$ cat config.mk
export PLATFORM = sky130hd
export DESIGN_NAME = line_steer_ctrl
export DESIGN_NICKNAME = d
export VERILOG_FILES = /design/src/rtl/line_steer_ctrl.sv
export SDC_FILE = /design/constraint.sdc
export NUM_CORES = 1
export LEC_CHECK = 0
export BUFFER_PORTS_ARGS = -buffer_cell sky130_fd_sc_hd__buf_2
export CAP_MARGIN = 20
export CORE_ASPECT_RATIO = 0.7
export CORE_UTILIZATION = 25
export CTS_CLUSTER_SIZE = 12
export DETAILED_ROUTE_END_ITERATION = 8
export GPL_TIMING_DRIVEN = 0
export PLACE_DENSITY_LB_ADDON = 0.08
export SLEW_MARGIN = 0
export SYNTH_ARGS = -nofsm -noshare
export SYNTH_HDL_FRONTEND = slang
export SYNTH_SLANG_ARGS = --single-unit
$ cat constraint.sdc
create_clock -name clk -period 10.1 [get_ports clk]
set_input_delay 1.01 -clock clk [delete_from_list [all_inputs] [get_ports clk]]
set_output_delay 1.01 -clock clk [all_outputs]
set_load 0.05 [all_outputs]
$ cat src/rtl/line_steer_ctrl.sv
// Line-following steering controller: sensor pattern -> ramped duty words for two PWM generators.
// Optional feature: define LINE_STEER_SEARCH_EN to spin-search after the line is lost too long.
module line_steer_ctrl #(
  parameter logic [7:0]  CRUISE     = 8'hC0,
  parameter logic [7:0]  TURN       = 8'h40,
  parameter logic [7:0]  RAMP_STEP  = 8'h04,
  parameter logic [15:0] TICK_DIV   = 16'd50000,
  parameter logic [7:0]  LOST_LIMIT = 8'd20
) (
  input  logic       clk,
  input  logic       rst,
  input  logic       start,
  input  logic       stop,
  input  logic [2:0] sensor,
  output logic [7:0] left_duty,
  output logic [7:0] right_duty,
  output logic       left_en,
  output logic       right_en,
  output logic [2:0] state
);

  typedef enum logic [2:0] {
    S_IDLE   = 3'd0,
    S_RUN    = 3'd1,
    S_LOST   = 3'd2,
    S_SEARCH = 3'd3,
    S_HALT   = 3'd4
  } state_t;

  state_t      st, st_nxt;
  logic [15:0] pre;
  logic [7:0]  lost_cnt;
  logic [2:0]  pat;
  logic        tick;
  logic [15:0] tgt;
  logic [7:0]  l_nxt, r_nxt;

  // Move duty toward tgt by at most RAMP_STEP, landing exactly on tgt when close.
  function automatic logic [7:0] slew(input logic [7:0] duty, input logic [7:0] goal);
    if (goal > duty)
      slew = ((goal - duty) > RAMP_STEP) ? duty + RAMP_STEP : goal;
    else
      slew = ((duty - goal) > RAMP_STEP) ? duty - RAMP_STEP : goal;
  endfunction

  // Packed {left, right} targets for a non-zero sensor pattern.
  function automatic logic [15:0] pattern_targets(input logic [2:0] p);
    case (p)
      3'b100, 3'b110: pattern_targets = {TURN, CRUISE};
      3'b001, 3'b011: pattern_targets = {CRUISE, TURN};
      default:        pattern_targets = {CRUISE, CRUISE};
    endcase
  endfunction

  assign tick = (st != S_IDLE) && (pre == TICK_DIV - 16'd1);

  always_comb begin
    tgt = 16'h0000;
    case (st)
      S_RUN:    tgt = pattern_targets((sensor != 3'b000) ? sensor : pat);
      S_LOST:   tgt = pattern_targets(pat);
      S_SEARCH: tgt = pat[2] ? {8'h00, TURN} : {TURN, 8'h00};
      default:  tgt = 16'h0000;
    endcase
  end

  assign l_nxt = tick ? slew(left_duty, tgt[15:8]) : left_duty;
  assign r_nxt = tick ? slew(right_duty, tgt[7:0]) : right_duty;

  always_comb begin
    st_nxt = st;
    case (st)
      S_IDLE: if (start && !stop) st_nxt = S_RUN;
      S_RUN: begin
        if (stop)                   st_nxt = S_HALT;
        else if (sensor == 3'b000)  st_nxt = S_LOST;
      end
      S_LOST: begin
        if (stop)                         st_nxt = S_HALT;
        else if (sensor != 3'b000)        st_nxt = S_RUN;
        else if (lost_cnt == LOST_LIMIT) begin
`ifdef LINE_STEER_SEARCH_EN
          st_nxt = S_SEARCH;
`else
          st_nxt = S_HALT;
`endif
        end
      end
      S_SEARCH: begin
        if (stop)                   st_nxt = S_HALT;
        else if (sensor != 3'b000)  st_nxt = S_RUN;
      end
      // Leave HALT on the same edge the duties land on zero so enables drop with them.
      S_HALT: if (l_nxt == 8'h00 && r_nxt == 8'h00) st_nxt = S_IDLE;
      default: st_nxt = S_IDLE;
    endcase
  end

  always_ff @(posedge clk or posedge rst) begin
    if (rst) begin
      st         <= S_IDLE;
      pre        <= 16'd0;
      lost_cnt   <= 8'd0;
      pat        <= 3'b010;
      left_duty  <= 8'h00;
      right_duty <= 8'h00;
    end else begin
      st         <= st_nxt;
      pre        <= (st_nxt == S_IDLE || tick) ? 16'd0 : pre + 16'd1;
      lost_cnt   <= (st != S_LOST) ? 8'd0 : (tick ? lost_cnt + 8'd1 : lost_cnt);
      if (st == S_RUN && sensor != 3'b000)
        pat <= sensor;
      left_duty  <= l_nxt;
      right_duty <= r_nxt;
    end
  end

  assign state    = st;
  assign left_en  = (st != S_IDLE);
  assign right_en = (st != S_IDLE);

endmodule

# Word-level counts from Yosys, hierarchy flattened
# Index checks and enable logic that the tools add are counted.
# W data, S select, Z words.
[word_totals]
reg_bits = 46
in_bits = 7
[op_classes]
n_mux = 26
n_eq_ne = 15
magnitude_cmp = 6
n_reduce_logical = 18
add_sub_neg = 10
[ops]
columns = ["op", "count"]
rows = [
  ["$mux W8", 10],
  ["$pmux W16 S2", 2],
  ["$pmux W16 S3", 1],
  ["$gt A8 B3 Y1 const B", 4],
  ["$sub A8 B8 Y8", 4],
  ["$mux W3", 10],
  ["$add A16 B1 Y16 const B", 1],
  ["$add A8 B3 Y8 const B", 2],
  ["$eq A16 B16 Y1 const B", 1],
  ["$gt A8 B8 Y1", 2],
  ["$logic_not A8 Y1", 2],
  ["$mux W16", 1],
  ["$sub A8 B3 Y8 const B", 2],
  ["$eq A3 B3 Y1 const B", 5],
  ["$mux W15", 1],
  ["$pmux W3 S5", 1],
  ["$eq A3 B2 Y1 const B", 4],
  ["$eq A3 B1 Y1 const B", 3],
  ["$logic_not A3 Y1", 3],
  ["$add A8 B1 Y8 const B", 1],
  ["$eq A8 B5 Y1 const B", 1],
  ["$reduce_or A2 Y1", 4],
  ["$reduce_bool A3 Y1", 2],
  ["$logic_and A1 B1 Y1", 4],
  ["4 further kinds", 4],
]

# Logic depth before layout (Yosys ltp)
# Gate-level depths: netlist of the first run.
[logic_depth]
ltp_word = 18
ltp_mapped = 15
ltp_nobuf = 13

# Least setup slack after synthesis of the first run
# Ideal clock, no wire load.
[synth_path]
kind = "register to register"
start = "register st[1], in the netlist state[1]"
end = "register pre[10]"
required_ps = 9962
setup_time_ps = 138
path_stages_with_launch = 14
arrival_time_ps = 4152
setup_slack_ps = 5810
synth_period_minus_slack_ps = 4290
path_cell_list = "dfrtp_1 clkbuf_1 nand3_1 o2bb2ai_1 ha_1 a221o_1 a2bb2oi_1 nand2_4 a221o_1 a2111oi_4 nand4_2 nor4b_4 buf_6 nor3_2"
[synth_via]
elab_chain_len = 14
elab_cells_between_ends = 42
classes_between = "4 x add/sub; 6 x order compare; 4 x eq/ne; 20 x mux; 8 x reduce/logical"
[synth_lines]
columns = ["item", "line", "rtl"]
rows = [
  ["start, declared", "30", "state_t st, st_nxt;"],
  ["start signal, assigned", "108", "st <= st_nxt;"],
  ["$eq A3 B2 Y1 / $eq A3 B1 Y1 (equally long branches)", "59", "case (st)"],
  ["$pmux W16 S3", "59", ""],
  ["$sub A8 B8 Y8, on equally long branches", "43, 41", ""],
  ["$gt A8 B3 Y1, on equally long branches", "43, 41", ""],
  ["$mux W8, on equally long branches", "43, 41", ""],
  ["$mux W8", "40", "if (goal > duty)"],
  ["$mux W8 (*)", "68", "assign r_nxt = tick ? slew(right_duty, tgt[7:0]) : right_duty;"],
  ["named net r_nxt[5]", "36", "logic [7:0] l_nxt, r_nxt;"],
  ["$logic_not A8 Y1 (*)", "94", "S_HALT: if (l_nxt == 8'h00 && r_nxt == 8'h00) st_nxt = S_IDLE;"],
  ["$logic_and A1 B1 Y1 (*)", "94", ""],
  ["$mux W3 (*)", "94", ""],
  ["$pmux W3 S5 (*)", "72", "case (st)"],
  ["$logic_not A3 Y1 (*)", "109", "pre <= (st_nxt == S_IDLE || tick) ? 16'd0 : pre + 16'd1;"],
  ["$logic_or A1 B1 Y1 (*)", "109", ""],
  ["$mux W16 (*)", "109", ""],
  ["end signal, assigned", "109", ""],
  ["end, declared", "31", "logic [15:0] pre;"],
]
# Mark *: on every way through the listed nets, which the timed path passes. The rest lies on a longest branch.
# A chain may end at the register's enable or synchronous reset.

# Worst setup path after layout of the first run
[layout_path]
start = "input port sensor[2]"
end = "register pre[11]"
[layout_via]
elab_chain_len = 18
elab_cells_between_ends = 43
classes_between = "4 x add/sub; 6 x order compare; 4 x eq/ne; 20 x mux; 9 x reduce/logical"
[layout_lines]
columns = ["item", "line", "rtl"]
rows = [
  ["start, declared", "14", "input logic [2:0] sensor,"],
  ["$reduce_bool A3 Y1", "60", "S_RUN: tgt = pattern_targets((sensor != 3'b000) ? sensor : pat);"],
  ["$mux W3 (*)", "60", ""],
  ["$eq A3 B1 Y1 (tied with other cells)", "48", "case (p)"],
  ["$reduce_or A2 Y1", "48", ""],
  ["$pmux W16 S2 (*)", "48", ""],
  ["$pmux W16 S3 (*)", "59", ""],
  ["$sub A8 B8 Y8, on equally long branches", "43, 41", ""],
  ["$gt A8 B3 Y1, on equally long branches", "43, 41", ""],
  ["[... 3 more ...]", "n/a", ""],
  ["named net l_nxt[4]", "36", ""],
  ["$logic_not A8 Y1 (*)", "94", ""],
  ["$logic_and A1 B1 Y1 (*)", "94", ""],
  ["$mux W3 (*)", "94", ""],
  ["$pmux W3 S5 (*)", "72", ""],
  ["$logic_not A3 Y1 (*)", "109", ""],
  ["$logic_or A1 B1 Y1 (*)", "109", ""],
  ["$mux W16 (*)", "109", ""],
]
# Marks and branches as above.

==> results of run 1 <==
==> report_power, final <==
group | switching [mW] | internal [mW] | total, mW
Combinational | 0.110 | 0.0578 | 0.168
Clock | 0.0728 | 0.105 | 0.178
Sequential | 0.0109 | 0.192 | 0.203
Total | 0.194 | 0.355 | 0.549
==> synth_stat cells, drive strengths merged (6+ instances only) <==
cell type | count | share of area [%]
ha | 13 | 4.6
nand2b | 6 | 1.1
and3 | 9 | 1.6
nand3 | 24 | 3.4
nor2 | 35 | 3.7
xnor2 | 15 | 3.7
nor3 | 19 | 4.1
xor2 | 13 | 3.2
a21oi | 13 | 1.8
dfrtp | 45 | 32
clkbuf | 15 | 1.6
nor3b | 8 | 1.8
nand2 | 24 | 2.7
inv | 24 | 2.5
nor4 | 12 | 2.1
o21ai | 7 | 0.99
==> how the worst min path moves through the flow <==
stage / to / slack (ns) / cells past startpoint
after global placement: pre[0] / 0.47 / 1
after CTS: pre[0] / 0.48 / 1
after global routing: pre[0] / 0.50 / 1
after detailed placement: pre[0] / 0.47 / 1
after floorplan: pre[0] / 0.44 / 1
final: pre[0] / 0.47 / 1
==> through the flow <==
step           area (um2)  hold WS, ns  utilization, %  setup slack, ns
2_1_floorplan        3550        0.435               -             5.81
3_3_place_gp         3920        0.468            28.3             4.90
3_5_place_dp         3940        0.466            28.4             4.90
4_1_cts              4100        0.478            29.6             5.15
5_1_grt              4100        0.499            29.6             4.81
6_report             4100        0.474            29.6             5.15
==> layout make-up <==
cell class	instances	share of cell area [%]
Antenna cell	1	0.0610
Clock inverter	1	0.122
Clock buffer	7	3.72
Sequential cell	45	27.4
Tap cell	190	5.79
Multi-Input combinational cell	310	54.7
Timing Repair Buffer	28	3.78
Inverter	24	2.20
Buffer	20	2.17
==> sequential cells by signal, summed over array words and instances (netlist names) <==
| name | flops |
|---|---|
| pre | 16 |
| state | 3 |
| lost_cnt | 8 |
| left_duty | 8 |
| pat | 2 |
| right_duty | 8 |
==> cell usage in the layout, fill, tap and decap left out, types with 4 or more instances in the layout <==
cell type,instances
or3_1,4
mux2i_1,4
buf_2,29
nor3_1,9
o2bb2ai_1,4
dfrtp_1,45
o21ai_0,7
inv_1,23
a21o_1,4
o21a_1,4
nand2_1,23
nor2_1,35
nand3_1,24
and3_1,9
a21oi_1,13
a31oi_1,4
ha_1,13
clkbuf_1,15
nor3b_1,7
xnor2_1,15
xor2_1,13
o22ai_1,5
nand2b_1,6
clkbuf_16,5
nor3_2,10
nor4_1,12
==> logic make-up (layout without fill, tap and decap cells) <==
logic type	count (synthesis)	count (layout)	share of synthesized area (%)
AO/OA/AOI/OAI	84	84	18.2
XOR/XNOR	28	28	6.91
adder cells (fa/ha/maj)	15	15	5.71
buffers and inverters	44	80	5.04
flip-flops	45	45	31.7
multiplexers	5	5	1.45
other	0	1	0
AND/OR/NAND/NOR	178	178	31.0
==> metal layers <==
metal	part of all wire, %	wire length, um
met1	56	5730
met2	39	4010
met3	4.4	445
met4	0.34	35
met5	0	0
==> run summary, run 1 <==
status: finished clean
worst slew pin tran: 0.807 ns
reg2reg setup slack: 5.20 ns
H-tree depth: 2
Clock Sinks: 45
Yosys Warn Count: 0
worst hold path type: flip-flop to flip-flop
die width: 144 um
CTS tree: built
Hold Startpoint: pre[0]
CP startpoint: sensor[2]
# Max-Cap Violations: 0
Max VDD drop: 0.0591 mV
RSZ-0062 raised after global routing: no
ys async rst share: 100%
Multi-input gate area: 2240 um2
Non-Filler Instances: 626
CP Buf/Inv Count: 3
met2 Usage GRT: 20.2%
synthesized flop and latch total: 45
register area share after synthesis: 31.7%
Worst-path clk slew: 0.06 ns
Worst EP arrival: 5.10 ns
RePlAce Congestion: 0.815
Static Leak: 1.67 nW
Slew HR: 45.7%
fin crit share: 49.0%
Levels on crit path: 14
f_max: 202 MHz
final critical-path required period: 4.95 ns
Layout fillers: 1532
Critical Path, Cell by Cell: buf_2 > or3_1 > o22ai_1 > ha_1 > inv_1 > o31ai_2 > a211o_1 > and2_1 > o221ai_1 > a2111oi_4 > nand4_2 > nor4b_4 > buf_6 > nor3_2
Core Region: 13900 um2
pin count of the biggest net entering global routing: 29
Synth Cell Area: 3550 um2
crit end category: flip-flop
Post-Synthesis Cells: 399
DRC: 0
drt first pass iters: 4
IO Pins: 28
Port Buf Inserts: 27
Rows: 36
vias after detailed routing: 3140
post-DR vias/cell: 5.02
postcts setup bufs: 0
met3 usage: 2.88%
Root Buffer Master: clkbuf_16
Avg Inst Size Synth: 8.90 um2
Initial DRC Count: 208
r2r endpoint: pre[11]
Final Max Tran Viols: 0
clk_lat worst skew: 0.29 ns
top_reg_cell synth: dfrtp_1
vias in the first global route: 2926
hold-fix buffers at CTS: 0
Reg2Reg Depth: 15
Routed Antenna Nets: 0
NumNets Final: 456
CP endpoint: pre[11]
slowest stage delay, CP: 0.62 ns
Die H: 102 um
DIE AREA: 14700 um2
TNS Setup: 0 ns
Detailed Route WL: 10200 um
slowest CP cell: o22ai_1
CP top delay family: compound AO/OA/AOI/OAI gates
Initial Util: 25.6%
Cell variety after synth: 81
Inst Count DP: 617
Detail Placement HPWL: 7870 um
area grow syn2layout: 15.6%
worst path required time: 10.25 ns
Syn Nets: 421
CP Max Fanout: 10
Final Power: 549 uW
Final Hold Vio Count: 0
grt ovf: 0
flip-flop and latch area: 1130 um2
PwrDens: 134 nW/um2
layout cell share with drive strength beyond 1: 15.9%
antenna violations before repair: 0
clk_skew: 0.00612 ns
GRT met1 Usage: 23.5%
worst reg2reg path startpoint: state[0]
kind of critical path: primary input to flip-flop
CTS Buf Count: 5
first-pass GRT wire length: 16500 um
EDFF count, synth: 0
Resize count post-CTS: 0
WL/cell: 16.3 um
clk buf depth: 2
GRT Max-Usage Layer: met1
Startpoint Class: primary input
Total Routing Usage GR: 14.7%
number of setup violations in the final report: 0
(Power assumes the default switching activity.)
==> inputs of run 2 (changes only) <==
Settings changed: ABC_AREA set to 1.
Clock period 10.1 ns to 4.91 ns, I/O delays scaled along.
==> run 2 against run 1 <==
Net effect:
- global-route usage decreased by 1.4 points
- non-clock buffer count decreased by 14
- cell area increased by 0.18%
==> run summary, run 2 <==
status: finished clean
DRC: 0 (unchanged)
placed inst area: 3970 um2 (+0.73%)
Synth Area in Adders: 5.66% (-0.046 points)
fin crit share: 78.6%
clock share of power: 29.3% (-3.1 points)
max FFs per register: 16 (unchanged)
grt ovf: 0 (unchanged)
synthesized flop and latch total: 45 (unchanged)
P_sw: 449 uW (+130%)
largest cells by area after synthesis: dfrtp_1 (31%), nand2_1 (14%), inv_1 (7.7%), nor2_1 (6.6%), nor2_4 (5.3%)
die width: 145 um (+0.40%)
# Max-Cap Violations: 0 (unchanged)
Slew HR: 45.3% (-0.41 points)
vias after detailed routing: 3114 (-0.83%)
CTS tree: built
Cell variety after synth: 34 (-58%)
Yosys Warn Count: 0 (unchanged)
CP Max Fanout: 10 (unchanged)
Post-synth top cells: nand2_1 (134), inv_1 (73), nor2_1 (63), dfrtp_1 (45), nand3_1 (34)
Comb pwr share: 34.0% (+3.4 points)
pin count of the biggest net entering global routing: 25 (-14%)
worst path required time: 5.09 ns (-5.16 ns)
postcts setup bufs: 0 (unchanged)
kind of critical path: flip-flop to flip-flop
Post-Synth XOR/XNOR Area: 5.63% (-1.3 points)
DIE AREA: 14800 um2 (+0.80%)
largest family of logic cells by synthesized area: simple AND/OR/NAND/NOR gates
NumNets Final: 569 (+25%)
Layout fillers: 1552 (+1.3%)
Total Routing Usage GR: 13.4% (-1.4 points)
Worst EP arrival: 4.04 ns (-1.06 ns)
vias in the first global route: 2889 (-1.3%)
post-layout instance area: 4110 um2 (+0.18%)
Antenna diodes: 0 (-1)
Port Buf Inserts: 27 (unchanged)
Startpoint Class: flip-flop
TNS Setup: 0 ns (unchanged)
Final Max Tran Viols: 0 (unchanged)
commonest non-fill, non-tap cell in the layout: nand2_1
Synth Cell Area: 3580 um2 (+0.81%)
worst hold path type: primary input to async pin
first-pass GRT wire length: 15500 um (-6.2%)
worst slew pin tran: 0.812 ns (+0.00501 ns)
H-tree depth: 2 (unchanged)
Initial Util: 25.6% (+0.041 points)
hold-fix buffers at CTS: 0 (unchanged)
RSZ-0062 raised after global routing: no
number of setup violations in the final report: 0 (unchanged)
top_reg_cell synth: dfrtp_1
f_max: 259 MHz
Final Power: 1.14 mW (+110%)
Die H: 102 um (+0.40%)
final critical-path required period: 3.86 ns
Avg Inst Size Synth: 6.99 um2 (-21%)
mux cell area share after synthesis: 0% (-1.4 points)
Final Hold Vio Count: 0 (unchanged)
register area share after synthesis: 31.5% (-0.26 points)
RePlAce Congestion: 0.796 (-2.3%)
layout cell share with drive strength beyond 1: 17.9% (+2.0 points)
switching part of the total: 39.4% (+4.1 points)
post-layout util: 29.4% (-0.14 points)
clk_lat worst skew: 0.29 ns (about the same)
PwrDens: 277 nW/um2 (+110%)
part of the power in registers: 36.7% (-0.4 points)
clk_skew: 0.00447 ns (-0.00165 ns)
Synth Area in Simple Gates: 39.6% (+8.6 points)
post-DR vias/cell: 4.22 (-16%)
Clock Sinks: 45 (unchanged)
area grow syn2layout: 14.9%
EDFF count, synth: 0 (unchanged)
most common cell in the netlist: nand2_1
Synth Area in Compound Gates: 6.96% (-11 points)
Initial DRC Count: 225 (+8.2%)
antenna violations before repair: 0 (unchanged)
Int Pwr: 691 uW (+95%)
Top reg by flops: pre
IO Pins: 28 (unchanged)
Syn Nets: 534 (+27%)
Max VDD drop: 0.141 mV (+140%)
Rows: 36 (unchanged)
crit end category: flip-flop
WL/cell: 12.6 um (-23%)
Detail Placement HPWL: 7400 um (-6.0%)
Root Buffer Master: clkbuf_16
Routed Antenna Nets: 0 (unchanged)
Core Region: 14000 um2 (+0.65%)
Synth top area share: 31.5% (-0.26 points)
CTS Buf Count: 5 (unchanged)
leading area contributor after synthesis: dfrtp_1
Detailed Route WL: 9270 um (-9.3%)
clk buf depth: 2 (unchanged)
Worst-path clk slew: 0.06 ns (about the same)
Post-Synthesis Cells: 512 (+28%)
Static Leak: 2.05 nW (+22%)
most frequent cells in the layout: nand2_1 (134), inv_1 (72), nor2_1 (63)
Resize count post-CTS: 0 (unchanged)
drt first pass iters: 4 (unchanged)
ys async rst share: 100% (unchanged)
-- run 2: cell count changes after synthesis, moves of 7 or more --
cell,delta
clkbuf_1,-15
inv_1,+49
inv_2,+12
nand2_1,+111
nand2_2,+10
nand3_1,+10
nor2_1,+28
nor2_4,+17
nor3_2,-7
nor4_1,-9
o21ai_0,+9
xnor2_1,-9
-- run 2: cell families (layout without fill, tap and decap cells) --
kind of cell	after synthesis	count (layout)
simple gates	295	295
compound gates	43	43
buf+inv	91	127
flops	45	45
xor+xnor	23	23
fa+ha+maj	15	15
-- run 2: final cells by class --
cell class	instances	area (um2)	area share, %
well taps	190	238	5.78
flip-flops and latches	45	1130	27.4
multi-input cells	376	2070	50.4
inverters	85	319	7.76
clock inverters	2	10.0	0.244
clock buffers	6	129	3.14
repair buffers	28	155	3.77
plain buffers	6	62.6	1.52
-- run 2: power groups by stage --
| stage | Clock (mW) | Sequential, mW | Combinational (mW) |
|---|---|---|---|
| CTS | 0.351 | 0.418 | 0.391 |
| global route | 0.366 | 0.423 | 0.425 |
| finish | 0.334 | 0.419 | 0.387 |
| global placement | 0 | 0.426 | 0.388 |
| floorplan | 0 | 0.440 | 0.282 |
| detailed placement | 0 | 0.426 | 0.389 |
-- run 2: worst paths after layout --
kind                       startpoint           end  slack (ns)  cells after the start
setup / recovery             state[1]       pre[14]        1.05                     23
hold / removal                    rst        pre[8]        0.22                      2
setup reg to reg             state[1]       pre[14]        1.05                     23
hold reg to reg                pre[0]        pre[0]        0.46                      1
max in group asynchronous         rst  left_duty[6]        4.18                      3
min in group clk               pre[0]        pre[0]        0.46                      1
-- run 2: metrics by stage --
stage | worst slack, ns | hold WS [ns] | std cells
floorplan | 1.50 | 0.424 | 512
global placement | 0.935 | 0.451 | 729
detailed placement | 0.893 | 0.459 | 730
CTS | 1.04 | 0.240 | 738
global route | 0.677 | 0.273 | 738
finish | 1.05 | 0.223 | 738
-- run 2: routing by layer --
metal  share of wire, %  vias up  track usage [%]
li1                   -     1667                -
met1                 60     1391             22.0
met2                 34       51             17.1
met3                5.1        5             2.54
met4               0.53        0             2.45
met5                  0        -                0
-- run 2: worst max-delay path, stage by stage (launching register included) --
cell	delay [ns]
dfrtp_1	0.42
nand2_1	0.11
o21ai_0	0.65
inv_1	0.10
ha_1	0.23
fa_1	0.49
nand3_1	0.09
a21oi_2	0.21
inv_2	0.09
nand2_2	0.08
nor2_1	0.04
nor2_1	0.12
a21oi_2	0.08
nor2_1	0.08
nand2_1	0.08
nor2_1	0.13
nand3_1	0.10
nand2_1	0.07
nand2_1	0.06
nand2_2	0.08
nand2_2	0.08
nand2_4	0.13
buf_12	0.19
nor2_4	0.04
==> inputs of run 3 (changes only) <==
Clock period 4.91 ns to 3.6 ns, I/O delays scaled along.
==> run 3 against run 2 <==
Net effect:
- routed wire length grew 4.3%
- setup slack lost 0.87 ns
- highest routed layer unchanged
- power grew 60%
- largest cell class unchanged
- non-clock buffer count grew 23
- cell area grew 9.1%
==> run summary, run 3 (synthesized netlist as in run 2, its figures left out) <==
Antenna diodes: 0 (unchanged)
r2r endpoint: pre[7]
crit end category: flip-flop
Port Buf Inserts: 27 (unchanged)
CP top delay family: simple AND/OR/NAND/NOR gates
reg2reg setup slack: 0.18 ns (-0.87 ns)
Total Routing Usage GR: 13.7% (+0.30 points)
Die H: 102 um (unchanged)
Routed Antenna Nets: 0 (unchanged)
RePlAce Congestion: 0.796 (unchanged)
Inst Count DP: 730 (unchanged)
Non-Filler Instances: 761 (+3.1%)
Root Buffer Master: clkbuf_16
Initial DRC Count: 219 (-2.7%)
slowest stage delay, CP: 0.52 ns (-0.13 ns)
clk_lat worst skew: 0.29 ns (about the same)
TNS Setup: 0 ns (unchanged)
Worst-path clk slew: 0.06 ns (about the same)
slowest CP cell: fa_1
WL/cell: 12.7 um (+1.2%)
max FFs per register: 16 (unchanged)
clk buf depth: 2 (unchanged)
worst reg2reg path startpoint: state[1]
number of setup violations in the final report: 0 (unchanged)
Slew HR: 62.7% (+17 points)
DIE AREA: 14800 um2 (unchanged)
area grow syn2layout: 25.3%
Rows: 36 (unchanged)
DRC: 0 (unchanged)
CP Buf/Inv Count: 6 (+3)
commonest non-fill, non-tap cell in the layout: nand2_1
Core Region: 14000 um2 (unchanged)
drt first pass iters: 4 (unchanged)
CTS tree: built
RSZ-0062 raised after global routing: yes
# Max-Cap Violations: 0 (unchanged)
antenna violations before repair: 0 (unchanged)
Max VDD drop: 0.204 mV (+44%)
Final Hold Vio Count: 0 (unchanged)
H-tree depth: 2 (unchanged)
Initial Util: 25.6% (unchanged)
Reg2Reg Depth: 27 (+17%)
CP Max Fanout: 6 (-4)
Layout fillers: 1522 (-1.9%)
fin crit share: 95.0% (+16 points)
die width: 145 um (unchanged)
CTS Buf Count: 5 (unchanged)
status: finished clean
Clock Sinks: 45 (unchanged)
Startpoint Class: flip-flop
post-DR vias/cell: 4.26 (+1.0%)
CP startpoint: state[1]
most frequent cells in the layout: nand2_1 (130), inv_1 (67), nor2_1 (59)
NumNets Final: 592 (+4.0%)
first-pass GRT wire length: 15800 um (+2.4%)
vias after detailed routing: 3244 (+4.2%)
worst path required time: 3.77 ns (-1.32 ns)
Final Max Tran Viols: 0 (unchanged)
grt ovf: 0 (unchanged)
Worst EP arrival: 3.59 ns (-0.45 ns)
Detailed Route WL: 9670 um (+4.3%)
hold-fix buffers at CTS: 0 (unchanged)
IO Pins: 28 (unchanged)
Static Leak: 2.19 nW (+7.1%)
Detail Placement HPWL: 7400 um (unchanged)
PwrDens: 406 nW/um2 (+46%)
vias in the first global route: 2947 (+2.0%)
worst hold path type: primary input to async pin
layout cell share with drive strength beyond 1: 26.4% (+8.6 points)
Top reg by flops: pre
post-layout util: 32.1% (+2.7 points)
final critical-path required period: 3.42 ns (-0.442 ns)
kind of critical path: flip-flop to flip-flop
pin count of the biggest net entering global routing: 25 (unchanged)
worst slew pin tran: 0.554 ns (-0.258 ns)
f_max: 292 MHz (+13%)
clk_skew: 0.00510 ns (+0.000626 ns)
==> run 3: worst register-to-register path, cell delays in order, from the launching register on <==
cell,delay (ns)
dfrtp_2,0.45
inv_2,0.08
nand2_4,0.06
inv_4,0.06
nor2_4,0.05
o21ai_4,0.08
inv_2,0.08
ha_4,0.17
fa_1,0.52
nand3_2,0.10
a21oi_4,0.18
inv_2,0.07
nand2_2,0.07
nor2_1,0.04
nor2_1,0.12
a21oi_2,0.08
nor2_1,0.10
nand2_1,0.09
nor2_2,0.14
nand3_2,0.08
nand2_1,0.07
nand2_1,0.05
nand2_2,0.10
nand2_4,0.06
nand2_4,0.09
buf_12,0.12
buf_12,0.13
nor2_4,0.03
==> run 3: cell type report <==
cell class,count,area (um2),share of cell area (%)
inverters,85,322,7.17
plain buffers,6,62.6,1.40
repair buffers,51,373,8.31
well taps,190,238,5.30
clock inverters,2,10.0,0.223
clock buffers,6,129,2.87
flip-flops and latches,45,1130,25.2
multi-input cells,376,2220,49.5
==> run 3: stage by stage <==
step | hold slack (ns) | power [mW] | worst slack, ns | instance area (um2)
final | 0.0888 | 1.82 | 0.181 | 4480
after global routing | 0.145 | 1.94 | -0.0782 | 4480
after CTS | 0.109 | 1.72 | 0.00190 | 4230
after detailed placement | 0.426 | 1.11 | -0.286 | 3970
after global placement | 0.451 | 1.11 | -0.244 | 3950
after floorplan | 0.424 | 0.984 | 0.194 | 3580
==> run 3: worst max-delay path by stage <==
stage,endpoint,slack (ns),cells past startpoint
after floorplan,pre[10],0.19,26
after global placement,pre[10],-0.24,26
after detailed placement,pre[9],-0.29,26
after CTS,pre[5],0.002,26
after global routing,pre[10],-0.08,27
final,pre[7],0.18,27
==> run 3: routing by layer <==
layer / global-route usage (%) / share of wire [%] / vias up
met4: 2.45 / 0.68 / 0
li1: - / - / 1713
met2: 17.7 / 36 / 49
met1: 22.4 / 59 / 1474
met3: 2.54 / 4.6 / 8
met5: 0 / 0 / -
==> run 3: power by group <==
group          switching (mW)  internal (mW)  leakage [nW]
registers              0.0348          0.540         0.590
logic                   0.459          0.333          1.53
clock network           0.200          0.255        0.0706
total                   0.693           1.13          2.19
==> run 3: repair_timing <==
action                                  in CTS  in global routing
pin swaps                                    1                 19
gates cloned                                 1                  0
gates resized for setup                     12                 35
buffers inserted                             6                 16
endpoints found under the setup margin      16                 16
hold endpoints to repair                     0                  0
